===== config.mk =====
export PLATFORM = sky130hd
export DESIGN_NAME = csr_file_m_flat
export DESIGN_NICKNAME = d
export VERILOG_FILES = /design/src/rtl/csr_pkg.sv /design/src/rtl/csr_file_m_if.sv /design/src/rtl/csr_counter64.sv /design/src/rtl/csr_file_m.sv /design/src/flat_wrapper.sv
export SDC_FILE = /design/constraint.sdc
export NUM_CORES = 1
export LEC_CHECK = 0
export ABC_CLOCK_PERIOD_IN_PS = 5500
export BUFFER_PORTS_ARGS = -buffer_cell sky130_fd_sc_hd__clkbuf_2
export CELL_PAD_IN_SITES_DETAIL_PLACEMENT = 1
export CELL_PAD_IN_SITES_GLOBAL_PLACEMENT = 1
export CORE_MARGIN = 10
export CORE_UTILIZATION = 42
export CTS_BUF_LIST = sky130_fd_sc_hd__clkbuf_4 sky130_fd_sc_hd__clkbuf_8
export DETAILED_ROUTE_END_ITERATION = 12
export PLACE_DENSITY = 0.86
export SLEW_MARGIN = 10
export SYNTH_ARGS = -nofsm -noshare
export SYNTH_HDL_FRONTEND = slang
export SYNTH_SLANG_ARGS = --single-unit

===== constraint.sdc =====
create_clock -name clk_i -period 5.5 [get_ports clk_i]
set_clock_uncertainty 0.15 [all_clocks]
set_input_delay 1.65 -clock clk_i [delete_from_list [all_inputs] [get_ports clk_i]]
set_output_delay 1.65 -clock clk_i [all_outputs]
set_load 0.02 [all_outputs]

===== src/rtl/csr_pkg.sv =====
// Shared constants for the machine-mode CSR file: CSR addresses, CSRRx op codes,
// trap-related bit positions and mtvec mode encodings.
package csr_pkg;

    localparam logic [11:0] CSR_MSTATUS   = 12'h300;
    localparam logic [11:0] CSR_MISA      = 12'h301;
    localparam logic [11:0] CSR_MIE       = 12'h304;
    localparam logic [11:0] CSR_MTVEC     = 12'h305;
    localparam logic [11:0] CSR_MSCRATCH  = 12'h340;
    localparam logic [11:0] CSR_MEPC      = 12'h341;
    localparam logic [11:0] CSR_MCAUSE    = 12'h342;
    localparam logic [11:0] CSR_MTVAL     = 12'h343;
    localparam logic [11:0] CSR_MIP       = 12'h344;
    localparam logic [11:0] CSR_MHARTID   = 12'hF14;
    localparam logic [11:0] CSR_MCYCLE    = 12'hB00;
    localparam logic [11:0] CSR_MINSTRET  = 12'hB02;
    localparam logic [11:0] CSR_MCYCLEH   = 12'hB80;
    localparam logic [11:0] CSR_MINSTRETH = 12'hB82;
    localparam logic [11:0] CSR_CYCLE     = 12'hC00;
    localparam logic [11:0] CSR_INSTRET   = 12'hC02;
    localparam logic [11:0] CSR_CYCLEH    = 12'hC80;
    localparam logic [11:0] CSR_INSTRETH  = 12'hC82;

    localparam logic [2:0] F3_RW  = 3'b001;
    localparam logic [2:0] F3_RS  = 3'b010;
    localparam logic [2:0] F3_RC  = 3'b011;
    localparam logic [2:0] F3_RWI = 3'b101;
    localparam logic [2:0] F3_RSI = 3'b110;
    localparam logic [2:0] F3_RCI = 3'b111;

    localparam int unsigned MSTATUS_MIE  = 3;
    localparam int unsigned MSTATUS_MPIE = 7;
    localparam int unsigned MIP_MSIP     = 3;
    localparam int unsigned MIP_MTIP     = 7;
    localparam int unsigned MIP_MEIP     = 11;

    typedef enum logic [1:0] {
        MTVEC_DIRECT   = 2'd0,
        MTVEC_VECTORED = 2'd1
    } mtvec_mode_e;

    // funct3[1:0] selects write / set / clear; the immediate forms share the encoding.
    function automatic logic [31:0] csr_rmw(input logic [1:0] op,
                                            input logic [31:0] old_val,
                                            input logic [31:0] operand);
        case (op)
            2'b01:   return operand;
            2'b10:   return old_val | operand;
            2'b11:   return old_val & ~operand;
            default: return old_val;
        endcase
    endfunction

endpackage


===== src/rtl/csr_file_m_if.sv =====
// CSR instruction access bus between the write-back stage (master) and the CSR file (slave).
interface csr_file_m_if;
    logic [2:0]  funct3_i;
    logic [11:0] addr_i;
    logic [31:0] data_i;
    logic [4:0]  rs1_i;
    logic        is_csr_i;
    logic [31:0] data_out_o;
    logic        illegal_csr_o;

    modport master (
        output funct3_i, addr_i, data_i, rs1_i, is_csr_i,
        input  data_out_o, illegal_csr_o
    );

    modport slave (
        input  funct3_i, addr_i, data_i, rs1_i, is_csr_i,
        output data_out_o, illegal_csr_o
    );
endinterface


===== src/rtl/csr_counter64.sv =====
// 64-bit free-running counter with per-half CSR write; a write to either half
// replaces that cycle's increment and leaves the other half untouched.
module csr_counter64 (
    input  logic        clk_i,
    input  logic        rst_i,
    input  logic        inc_en_i,
    input  logic        we_lo_i,
    input  logic        we_hi_i,
    input  logic [31:0] wdata_i,
    output logic [63:0] value_o
);
    logic [63:0] value_reg;

    always_ff @(posedge clk_i) begin
        if (rst_i) begin
            value_reg <= '0;
        end else if (we_lo_i) begin
            value_reg[31:0] <= wdata_i;
        end else if (we_hi_i) begin
            value_reg[63:32] <= wdata_i;
        end else if (inc_en_i) begin
            value_reg <= value_reg + 64'd1;
        end
    end

    assign value_o = value_reg;
endmodule


===== src/rtl/csr_file_m.sv =====
// Machine-mode CSR file: CSRRx read-modify-write, trap entry / MRET state and redirect PC.
// Define CSR_COUNTERS_EN to add mcycle/minstret and their read-only user aliases.
module csr_file_m
    import csr_pkg::*;
#(
    parameter logic [31:0] HART_ID   = 32'd0,
    parameter logic [31:0] MISA_VAL  = 32'h40000100,
    parameter logic [31:0] MTVEC_RST = 32'h00000000
) (
    input  logic               clk_i,
    input  logic               rst_i,
    csr_file_m_if.slave        csr,
    input  logic               we_exc_i,
    input  logic [31:0]        mcause_d_i,
    input  logic [31:0]        mepc_d_i,
    input  logic [31:0]        mtval_d_i,
    input  logic               sel_exc_nret_i,
    input  logic               retire_i,
    input  logic               xint_meip_i,
    input  logic               xint_mtip_i,
    input  logic               xint_msip_i,
    output logic [31:0]        exc_ret_addr_o,
    output logic               irq_pending_o
);
    logic        mstatus_mie_reg;
    logic        mstatus_mpie_reg;
    logic [31:0] mie_reg;
    logic [31:0] mtvec_reg;
    logic [31:0] mscratch_reg;
    logic [31:0] mepc_reg;
    logic [31:0] mcause_reg;
    logic [31:0] mtval_reg;
    logic        irq_pending_reg;

    logic [31:0] mstatus_val;
    logic [31:0] mip_val;
    logic [31:0] old_val;
    logic [31:0] operand;
    logic [31:0] wdata;
    logic [31:0] mtvec_base;
    logic        implemented;
    logic        read_only;
    logic        wr_intent;
    logic        illegal;
    logic        csr_we;

    // MPP is hardwired to machine mode.
    assign mstatus_val = {19'b0, 2'b11, 3'b0, mstatus_mpie_reg, 3'b0, mstatus_mie_reg, 3'b0};

    always_comb begin
        mip_val           = '0;
        mip_val[MIP_MEIP] = xint_meip_i;
        mip_val[MIP_MTIP] = xint_mtip_i;
        mip_val[MIP_MSIP] = xint_msip_i;
    end

`ifdef CSR_COUNTERS_EN
    logic [63:0] cnt_val [2];
    logic [1:0]  cnt_inc;

    assign cnt_inc = {retire_i, 1'b1};

    // Counter 0 is mcycle, counter 1 is minstret; their addresses differ by 2.
    for (genvar gi = 0; gi < 2; gi++) begin : g_cnt
        localparam logic [11:0] LO_ADDR = CSR_MCYCLE + 12'(2 * gi);
        localparam logic [11:0] HI_ADDR = CSR_MCYCLEH + 12'(2 * gi);

        csr_counter64 u_cnt (
            .clk_i    (clk_i),
            .rst_i    (rst_i),
            .inc_en_i (cnt_inc[gi]),
            .we_lo_i  (csr_we && (csr.addr_i == LO_ADDR)),
            .we_hi_i  (csr_we && (csr.addr_i == HI_ADDR)),
            .wdata_i  (wdata),
            .value_o  (cnt_val[gi])
        );
    end
`endif

    always_comb begin
        old_val     = '0;
        implemented = 1'b1;
        case (csr.addr_i)
            CSR_MSTATUS:  old_val = mstatus_val;
            CSR_MISA:     old_val = MISA_VAL;
            CSR_MIE:      old_val = mie_reg;
            CSR_MTVEC:    old_val = mtvec_reg;
            CSR_MSCRATCH: old_val = mscratch_reg;
            CSR_MEPC:     old_val = mepc_reg;
            CSR_MCAUSE:   old_val = mcause_reg;
            CSR_MTVAL:    old_val = mtval_reg;
            CSR_MIP:      old_val = mip_val;
            CSR_MHARTID:  old_val = HART_ID;
`ifdef CSR_COUNTERS_EN
            CSR_MCYCLE,   CSR_CYCLE:    old_val = cnt_val[0][31:0];
            CSR_MCYCLEH,  CSR_CYCLEH:   old_val = cnt_val[0][63:32];
            CSR_MINSTRET, CSR_INSTRET:  old_val = cnt_val[1][31:0];
            CSR_MINSTRETH, CSR_INSTRETH: old_val = cnt_val[1][63:32];
`endif
            default:      implemented = 1'b0;
        endcase
    end

    always_comb begin
        wr_intent = 1'b0;
        case (csr.funct3_i)
            F3_RW, F3_RWI:                 wr_intent = 1'b1;
            F3_RS, F3_RC, F3_RSI, F3_RCI:  wr_intent = (csr.rs1_i != 5'd0);
            default:                       wr_intent = 1'b0;
        endcase
    end

    assign operand   = csr.funct3_i[2] ? {27'b0, csr.rs1_i} : csr.data_i;
    assign wdata     = csr_rmw(csr.funct3_i[1:0], old_val, operand);
    assign read_only = (csr.addr_i == CSR_MISA) || (csr.addr_i == CSR_MHARTID) ||
                       (csr.addr_i == CSR_MIP)  || (csr.addr_i[11:8] == 4'hC);
    assign illegal   = csr.is_csr_i && (!implemented || (wr_intent && read_only));
    // Trap entry and MRET both pre-empt a CSR write in the same cycle.
    assign csr_we    = csr.is_csr_i && wr_intent && !illegal && !we_exc_i && !sel_exc_nret_i;

    assign csr.data_out_o    = old_val;
    assign csr.illegal_csr_o = illegal;

    always_ff @(posedge clk_i) begin
        if (rst_i) begin
            mstatus_mie_reg  <= 1'b0;
            mstatus_mpie_reg <= 1'b0;
            mie_reg          <= '0;
            mtvec_reg        <= MTVEC_RST;
            mscratch_reg     <= '0;
            mepc_reg         <= '0;
            mcause_reg       <= '0;
            mtval_reg        <= '0;
        end else if (we_exc_i) begin
            mepc_reg         <= mepc_d_i & ~32'd3;
            mcause_reg       <= mcause_d_i;
            mtval_reg        <= mtval_d_i;
            mstatus_mpie_reg <= mstatus_mie_reg;
            mstatus_mie_reg  <= 1'b0;
        end else if (sel_exc_nret_i) begin
            mstatus_mie_reg  <= mstatus_mpie_reg;
            mstatus_mpie_reg <= 1'b1;
        end else if (csr_we) begin
            case (csr.addr_i)
                CSR_MSTATUS: begin
                    mstatus_mie_reg  <= wdata[MSTATUS_MIE];
                    mstatus_mpie_reg <= wdata[MSTATUS_MPIE];
                end
                CSR_MIE:      mie_reg      <= wdata & 32'h0000_0888;
                // Reserved modes 2 and 3 collapse to direct.
                CSR_MTVEC:    mtvec_reg    <= {wdata[31:2], wdata[1] ? MTVEC_DIRECT : wdata[1:0]};
                CSR_MSCRATCH: mscratch_reg <= wdata;
                CSR_MEPC:     mepc_reg     <= wdata & ~32'd3;
                CSR_MCAUSE:   mcause_reg   <= wdata;
                CSR_MTVAL:    mtval_reg    <= wdata;
                default: ;
            endcase
        end
    end

    always_ff @(posedge clk_i) begin
        if (rst_i) begin
            irq_pending_reg <= 1'b0;
        end else begin
            irq_pending_reg <= mstatus_mie_reg && (|(mip_val & mie_reg));
        end
    end

    assign irq_pending_o = irq_pending_reg;

    assign mtvec_base = {mtvec_reg[31:2], 2'b00};

    always_comb begin
        exc_ret_addr_o = mtvec_base;
        if (sel_exc_nret_i) begin
            exc_ret_addr_o = mepc_reg;
        end else if ((mtvec_reg[1:0] == MTVEC_VECTORED) && mcause_d_i[31]) begin
            exc_ret_addr_o = mtvec_base + {25'b0, mcause_d_i[4:0], 2'b00};
        end
    end
endmodule


===== src/flat_wrapper.sv =====
// flat-port wrapper written by rule: the top's interface ports become plain ports
module csr_file_m_flat import csr_pkg::*;
#(
    parameter logic [31:0] HART_ID   = 32'd0,
    parameter logic [31:0] MISA_VAL  = 32'h40000100,
    parameter logic [31:0] MTVEC_RST = 32'h00000000
)
  (clk_i, rst_i, we_exc_i, mcause_d_i, mepc_d_i, mtval_d_i, sel_exc_nret_i, retire_i, xint_meip_i, xint_mtip_i, xint_msip_i, exc_ret_addr_o, irq_pending_o, csr_funct3_i, csr_addr_i, csr_data_i, csr_rs1_i, csr_is_csr_i, csr_data_out_o, csr_illegal_csr_o);
  csr_file_m_if csr_i ();
  input  logic clk_i;
  input  logic rst_i;
  input  logic we_exc_i;
  input  logic [31:0] mcause_d_i;
  input  logic [31:0] mepc_d_i;
  input  logic [31:0] mtval_d_i;
  input  logic sel_exc_nret_i;
  input  logic retire_i;
  input  logic xint_meip_i;
  input  logic xint_mtip_i;
  input  logic xint_msip_i;
  output logic [31:0] exc_ret_addr_o;
  output logic irq_pending_o;
  input wire logic [$bits(csr_i.funct3_i)-1:0] csr_funct3_i;
  input wire logic [$bits(csr_i.addr_i)-1:0] csr_addr_i;
  input wire logic [$bits(csr_i.data_i)-1:0] csr_data_i;
  input wire logic [$bits(csr_i.rs1_i)-1:0] csr_rs1_i;
  input wire logic [$bits(csr_i.is_csr_i)-1:0] csr_is_csr_i;
  output wire logic [$bits(csr_i.data_out_o)-1:0] csr_data_out_o;
  output wire logic [$bits(csr_i.illegal_csr_o)-1:0] csr_illegal_csr_o;
  assign csr_i.funct3_i = csr_funct3_i;
  assign csr_i.addr_i = csr_addr_i;
  assign csr_i.data_i = csr_data_i;
  assign csr_i.rs1_i = csr_rs1_i;
  assign csr_i.is_csr_i = csr_is_csr_i;
  assign csr_data_out_o = csr_i.data_out_o;
  assign csr_illegal_csr_o = csr_i.illegal_csr_o;
  csr_file_m #(.HART_ID(HART_ID), .MISA_VAL(MISA_VAL), .MTVEC_RST(MTVEC_RST)) u_core (.clk_i(clk_i), .rst_i(rst_i), .csr(csr_i), .we_exc_i(we_exc_i), .mcause_d_i(mcause_d_i), .mepc_d_i(mepc_d_i), .mtval_d_i(mtval_d_i), .sel_exc_nret_i(sel_exc_nret_i), .retire_i(retire_i), .xint_meip_i(xint_meip_i), .xint_mtip_i(xint_mtip_i), .xint_msip_i(xint_msip_i), .exc_ret_addr_o(exc_ret_addr_o), .irq_pending_o(irq_pending_o));
endmodule

==> results.json, run 1 <==
{
  "worstMarginPinSlew_ns": 1.34,
  "ioPinCount": 223,
  "drt_first_iter_violations": 1591,
  "filler_cell_count": 3253,
  "cts_tree": "done",
  "outcome": "complete, but fails checks",
  "r2r_start": "u_core.mepc_reg[29]",
  "synth_top_flop_cell": "dfxtp_1",
  "grt_start_max_net_pins": 75,
  "drv.max_cap_violation_count": 0,
  "via_count_of_the_first_global_routing_pass": 13600,
  "post-route-drc-count": 0,
  "final_design_area_no_fill_um2": 13400,
  "power.static_leakage_nw": 5.15,
  "hold_path_startpoint": "u_core.mscratch_reg[30]",
  "timing.final.crit_period_ns": 5.51,
  "antenna_cells": 0,
  "vdd_drop_max_uv": 124,
  "synth.avg_cell_area_um2": 7.87,
  "die_h_um": 182,
  "whs_ns": 0.319,
  "async_reset_ff_share_pct": 0,
  "groute.usage.overall_pct": 31.3,
  "timing.rr.end": "u_core.mscratch_reg[29]",
  "mappedNetlistArea_um2": 11100,
  "timing_max_transition_violations_final": 0,
  "fmax_mhz": 182,
  "drt-met1-wl_um": 21400,
  "numPortBuffers": 217,
  "antenna_violating_nets_post_route": 0,
  "hold_viol_final": 0,
  "synthToLayoutAreaGrowth_pct": 21.0,
  "coreArea_um2": 26000,
  "fp-row-count": 59,
  "wl_per_cell_um": 27.8,
  "whs_path_depth": 2,
  "min_delay_worst_endpoint": "u_core.mscratch_reg[30]",
  "number_of_cts_inserted_buffers": 17,
  "cp-end-kind": "output pin",
  "finish.cell_count_without_fillers": 1962,
  "critPathMaxFanout": 8,
  "critPathRequiredTime_ns": 3.70,
  "r2r_cells": 5,
  "synth_enable_flop_cells": 0,
  "min_period_over_period_pct": 100,
  "grt_setup_unrepaired": "yes",
  "grt_first_pass_wirelength_um": 81600,
  "layout.cells.most_common": "clkbuf_2",
  "min_path_type": "flop to flop",
  "failed_checks": "negative setup slack",
  "post_drt_via_cell_ratio": 6.74,
  "power_density_nw_per_um2": 198,
  "slack_of_the_worst_reg_to_reg_path_ns": 2.58,
  "die_area_um2": 33300,
  "number_of_buffers_between_clock_root_and_the_deepest_sink": 2,
  "setup_viol": 1,
  "finish.utilization_pct": 51.6,
  "via_count": 13200,
  "synth-seq-area-share_pct": 29.5,
  "synth-seq-cells": 163,
  "worst-endpoint-arrival_ns": 3.71,
  "worstSetupStartpointType": "input pin",
  "top_layer": "met5",
  "clkLatencyLatePin_ns": 0.49,
  "placed_cells": 1927,
  "detailed_place_hpwl_um": 39400,
  "gpl_wtd_cong": 1.03,
  "slew-limit-headroom_pct": 10.6,
  "cts_htree_levels": 4,
  "syn_inst": 1407,
  "cts.reportedPaths.clkPinSlew_ns": 0.10,
  "met3_wirelength_um": 5800,
  "synth.distinct_cells": 92,
  "ys.warnings.count": 0,
  "post_route_cells_drive_above_1_share_pct": 28.6,
  "ctsRootBufferMaster": "clkbuf_8",
  "detail_route.wirelength_um": 54500,
  "die_w_um": 182,
  "cts_sinks": 163,
  "commonest_cells_after_routing_fill_and_taps_aside": "206 x clkbuf_2, 163 x dfxtp_1, 159 x nand2_1",
  "gr_overflow_total": 0,
  "antenna_found_initial": 1,
  "setup.worst_path.class": "input pin to output pin",
  "dr.pass1.iters": 7,
  "fin_nets": 1777,
  "finalWorstSetupSlack_ns": -0.00590,
  "setup-tns-final_ns": -0.00590,
  "placed_cell_area_um2": 12800,
  "floorplan.initialDensity_pct": 42.6,
  "detailroute.wirelength.met2_um": 24700
}
synth_stat cells, types with 23 or more instances:
cell      count  area, um^2
nor3_1       28         140
a21oi_1      55         275
clkbuf_1     85         319
mux2_2       24         270
dfxtp_1     163        3260
mux2i_1      28         280
a211oi_1     36         270
nor2b_1      31         194
nand2b_1     31         194
o21ai_0      78         390
a211oi_2     23         288
nand2_1     159         597
nor2_1      119         447
a22oi_1      32         240
and2_1       43         269
nand3_1      24         120
a31oi_1      54         338
o22ai_1      43         269
timing repair:
| item | 4_1_cts | 5_1_grt |
|---|---|---|
| cloned | 1 | 0 |
| resized for setup | 26 | 30 |
| hold buffers | 0 | 0 |
| buffers inserted | 2 | 1 |
| hold endpoints to repair | 0 | 0 |
| endpoints found under the setup margin | 16 | 30 |
| pin swaps | 6 | 9 |
kinds of logic (layout without fill, tap and decap cells):
logic type	after synthesis	in the layout	synth area share [%]
compound gates	482	482	32.0
simple gates	534	534	25.4
mux	52	52	4.97
fa+ha+maj	6	6	0.745
flops	163	163	29.5
buf+inv	149	368	5.78
other cells	1	2	0.0339
xor+xnor	20	20	1.58
where the power goes:
group	switching, W	internal, W	total (W)
logic	0.000303	0.000179	0.000483
clock network	0.000560	0.000364	0.000924
registers	0.0000327	0.00122	0.00125
total	0.000896	0.00176	0.00266
worst max path at each step:
| stage | slack (ns) | from | endpoint | cells after the start |
|---|---|---|---|---|
| after floorplan | -0.03 | mcause_d_i[0] | exc_ret_addr_o[26] | 10 |
| after global placement | -0.20 | mcause_d_i[0] | exc_ret_addr_o[18] | 12 |
| after detailed placement | -0.28 | mcause_d_i[0] | exc_ret_addr_o[22] | 12 |
| after CTS | 0.02 | mcause_d_i[0] | exc_ret_addr_o[20] | 14 |
| after global routing | -0.08 | mcause_d_i[0] | exc_ret_addr_o[14] | 14 |
| final | -0.006 | mcause_d_i[0] | exc_ret_addr_o[18] | 13 |
worst max-delay path, cell delays in order:
cell and delay (ns):
buf_12 0.09, ha_4 0.14, inv_2 0.05, fa_2 0.39, nor2b_4 0.14, o21ai_2 0.08, a21boi_2 0.16, buf_6 0.15
buf_12 0.14, o2111ai_1 0.12, xor2_1 0.20, o21ai_1 0.21, buf_4 0.18
through the flow:
stage | total power (W) | worst slack, ns
global route | 0.00274 | -0.0839
detailed placement | 0.00173 | -0.278
CTS | 0.00264 | 0.0153
floorplan | 0.00154 | -0.0301
finish | 0.00266 | -0.00590
global placement | 0.00172 | -0.195
layer usage:
| layer | global-route usage [%] | vias up |
|---|---|---|
| met5 | 0 | - |
| met4 | 14.4 | 2 |
| met3 | 7.54 | 176 |
| met2 | 49.7 | 875 |
| met1 | 39.2 | 6448 |
| li1 | - | 5715 |
cell type report:
cell class / count / area [um^2] / share of cell area [%]
Clock inverter: 13 / 133 / 0.989
Timing Repair Buffer: 314 / 1960 / 14.6
Inverter: 22 / 82.6 / 0.616
Multi-Input combinational cell: 1096 / 7280 / 54.3
Tap cell: 335 / 419 / 3.13
Sequential cell: 163 / 3260 / 24.3
Clock buffer: 19 / 262 / 1.95
Note: power is estimated with default switching activity, not from simulation.
==> run 2: changes to the inputs <==
--- a/config.mk
+++ b/config.mk
@@ -6,15 +6,16 @@
 export NUM_CORES = 1
 export LEC_CHECK = 0
 export ABC_CLOCK_PERIOD_IN_PS = 5500
-export BUFFER_PORTS_ARGS = -buffer_cell sky130_fd_sc_hd__clkbuf_2
+export BUFFER_PORTS_ARGS = -buffer_cell sky130_fd_sc_hd__buf_2
 export CELL_PAD_IN_SITES_DETAIL_PLACEMENT = 1
 export CELL_PAD_IN_SITES_GLOBAL_PLACEMENT = 1
 export CORE_MARGIN = 10
 export CORE_UTILIZATION = 42
 export CTS_BUF_LIST = sky130_fd_sc_hd__clkbuf_4 sky130_fd_sc_hd__clkbuf_8
 export DETAILED_ROUTE_END_ITERATION = 12
+export HOLD_SLACK_MARGIN = 0.02
 export PLACE_DENSITY = 0.86
-export SLEW_MARGIN = 10
+export SLEW_MARGIN = 20
 export SYNTH_ARGS = -nofsm -noshare
 export SYNTH_HDL_FRONTEND = slang
 export SYNTH_SLANG_ARGS = --single-unit
==> results.json, run 2 (synthesis results as in run 1) <==
{
  "outcome": "complete, no violations",
  "via_count_of_the_first_global_routing_pass": 13600,
  "critPathMaxFanout": 6,
  "filler_cell_count": 3270,
  "power.static_leakage_nw": 5.20,
  "wl_per_cell_um": 27.8,
  "min_period_over_period_pct": 99.0,
  "critical-path-max-stage-delay_ns": 0.37,
  "worstSetupStartpointType": "input pin",
  "layout.cells.most_common": "buf_2",
  "clkLatencyLatePin_ns": 0.49,
  "worstPathCellList": "buf_6 > ha_4 > inv_1 > fa_2 > nor2b_4 > o21ai_2 > a21boi_2 > buf_6 > buf_4 > o211ai_1 > xor2_1 > o21ai_2 > buf_6",
  "post-route-drc-count": 0,
  "min_path_type": "flop to flop",
  "whs_path_depth": 2,
  "hold_path_startpoint": "u_core.mscratch_reg[4]",
  "numPortBuffers": 217,
  "detailed_place_hpwl_um": 39500,
  "fp-row-count": 59,
  "hold_viol_final": 0,
  "timing.rr.end": "u_core.mepc_reg[29]",
  "placed_cells": 1931,
  "fmax_mhz": 184,
  "number_of_buffers_between_clock_root_and_the_deepest_sink": 2,
  "drt_first_iter_violations": 1891,
  "placed_cell_area_um2": 12900,
  "via_count": 13300,
  "worstMarginPinSlew_ns": 0.991,
  "commonest_cells_after_routing_fill_and_taps_aside": "209 x buf_2, 163 x dfxtp_1, 159 x nand2_1",
  "critical_path.slowest_cell": "fa_2",
  "post_route_cells_drive_above_1_share_pct": 28.5,
  "grt_first_pass_wirelength_um": 81600,
  "number_of_cts_inserted_buffers": 17,
  "die_area_um2": 33300,
  "final_design_area_no_fill_um2": 13400,
  "coreArea_um2": 26000,
  "die_w_um": 182,
  "antenna_violating_nets_post_route": 0,
  "gpl_wtd_cong": 1.02,
  "ioPinCount": 223,
  "timing_max_transition_violations_final": 0,
  "r2r_start": "u_core.mepc_reg[29]",
  "setup.worst_path.class": "input pin to output pin",
  "slew-limit-headroom_pct": 33.8,
  "cts-hold-fix-buffers": 0,
  "vdd_drop_max_uv": 143,
  "grt_setup_unrepaired": "no",
  "setup-tns-final_ns": 0,
  "dr.pass1.iters": 5,
  "antenna_found_initial": 2,
  "timing.final.crit_period_ns": 5.45,
  "cp-end-kind": "output pin",
  "min_delay_worst_endpoint": "u_core.mscratch_reg[4]",
  "post_drt_via_cell_ratio": 6.78,
  "setup_viol": 0,
  "cts_tree": "done",
  "die_h_um": 182,
  "r2r_cells": 5,
  "critPathRequiredTime_ns": 3.70,
  "groute.usage.overall_pct": 31.3,
  "drv.max_cap_violation_count": 0,
  "finish.utilization_pct": 51.7,
  "path_common_cell": "buf_6",
  "worst-endpoint-arrival_ns": 3.65,
  "grt_start_max_net_pins": 67,
  "detail_route.wirelength_um": 54700,
  "slack_of_the_worst_reg_to_reg_path_ns": 2.92,
  "gr_overflow_total": 0,
  "cts_htree_levels": 4,
  "power_density_nw_per_um2": 209,
  "fin_nets": 1782,
  "cts.reportedPaths.clkPinSlew_ns": 0.09,
  "cts_sinks": 163,
  "floorplan.initialDensity_pct": 42.6,
  "finish.cell_count_without_fillers": 1968,
  "synthToLayoutAreaGrowth_pct": 21.3,
  "ctsRootBufferMaster": "clkbuf_8"
}
==> run 2: cell type report <==
cell class	count	area, um^2	share of cell area, %
multi-input cells	1096	7260	54.0
flip-flops and latches	163	3260	24.3
repair buffers	319	1950	14.5
well taps	335	419	3.12
clock buffers	18	248	1.84
clock inverters	14	218	1.62
inverters	22	82.6	0.614
diodes	1	2.50	0.0186
==> run 2: per-stage QoR <==
stage               hold slack (ns)  setup slack [ns]  total power (W)
floorplan                     0.281           -0.0301          0.00154
global placement              0.289            -0.309          0.00172
detailed placement            0.300            -0.407          0.00174
CTS                           0.317           0.00657          0.00278
global route                  0.342            0.0161          0.00289
finish                        0.320            0.0548          0.00281
==> run 2: worst max-delay path by stage <==
| stage | from | endpoint | slack (ns) |
|---|---|---|---|
| 5_1_grt | mcause_d_i[0] | exc_ret_addr_o[14] | 0.02 |
| 6_report | mcause_d_i[0] | exc_ret_addr_o[14] | 0.05 |
| 3_5_place_dp | mcause_d_i[0] | exc_ret_addr_o[12] | -0.41 |
| 4_1_cts | mcause_d_i[0] | exc_ret_addr_o[14] | 0.007 |
| 2_1_floorplan | mcause_d_i[0] | exc_ret_addr_o[26] | -0.03 |
| 3_3_place_gp | mcause_d_i[0] | exc_ret_addr_o[18] | -0.31 |
==> run 2: worst max-delay path: cells and delay by family <==
family | cells | cell delay [ns]
simple gates | 1 | 0.14
fa+ha+maj | 2 | 0.51
buf+inv | 5 | 0.60
compound gates | 4 | 0.54
xor+xnor | 1 | 0.21
==> run 2: routing by layer <==
| layer | vias up | GRT usage (%) | part of all wire (%) |
|---|---|---|---|
| met5 | - | 0 | 0 |
| met4 | 0 | 14.3 | 4.7 |
| met3 | 178 | 7.12 | 11 |
| met2 | 915 | 49.0 | 45 |
| met1 | 6519 | 40.1 | 39 |
| li1 | 5731 | - | - |
==> run 2: power breakdown <==
group          leakage (nW)  switching, W  internal, W
Clock                 0.227      0.000553     0.000524
Sequential             1.33     0.0000327      0.00122
Combinational          3.64      0.000304     0.000176
Total                  5.20      0.000890      0.00192
==> run 2: timing repair <==
action,4_1_cts,5_1_grt
gates cloned,1,0
buffers inserted,4,1
endpoints found under the setup margin,12,14
gates resized for setup,20,8
pin swaps,6,2
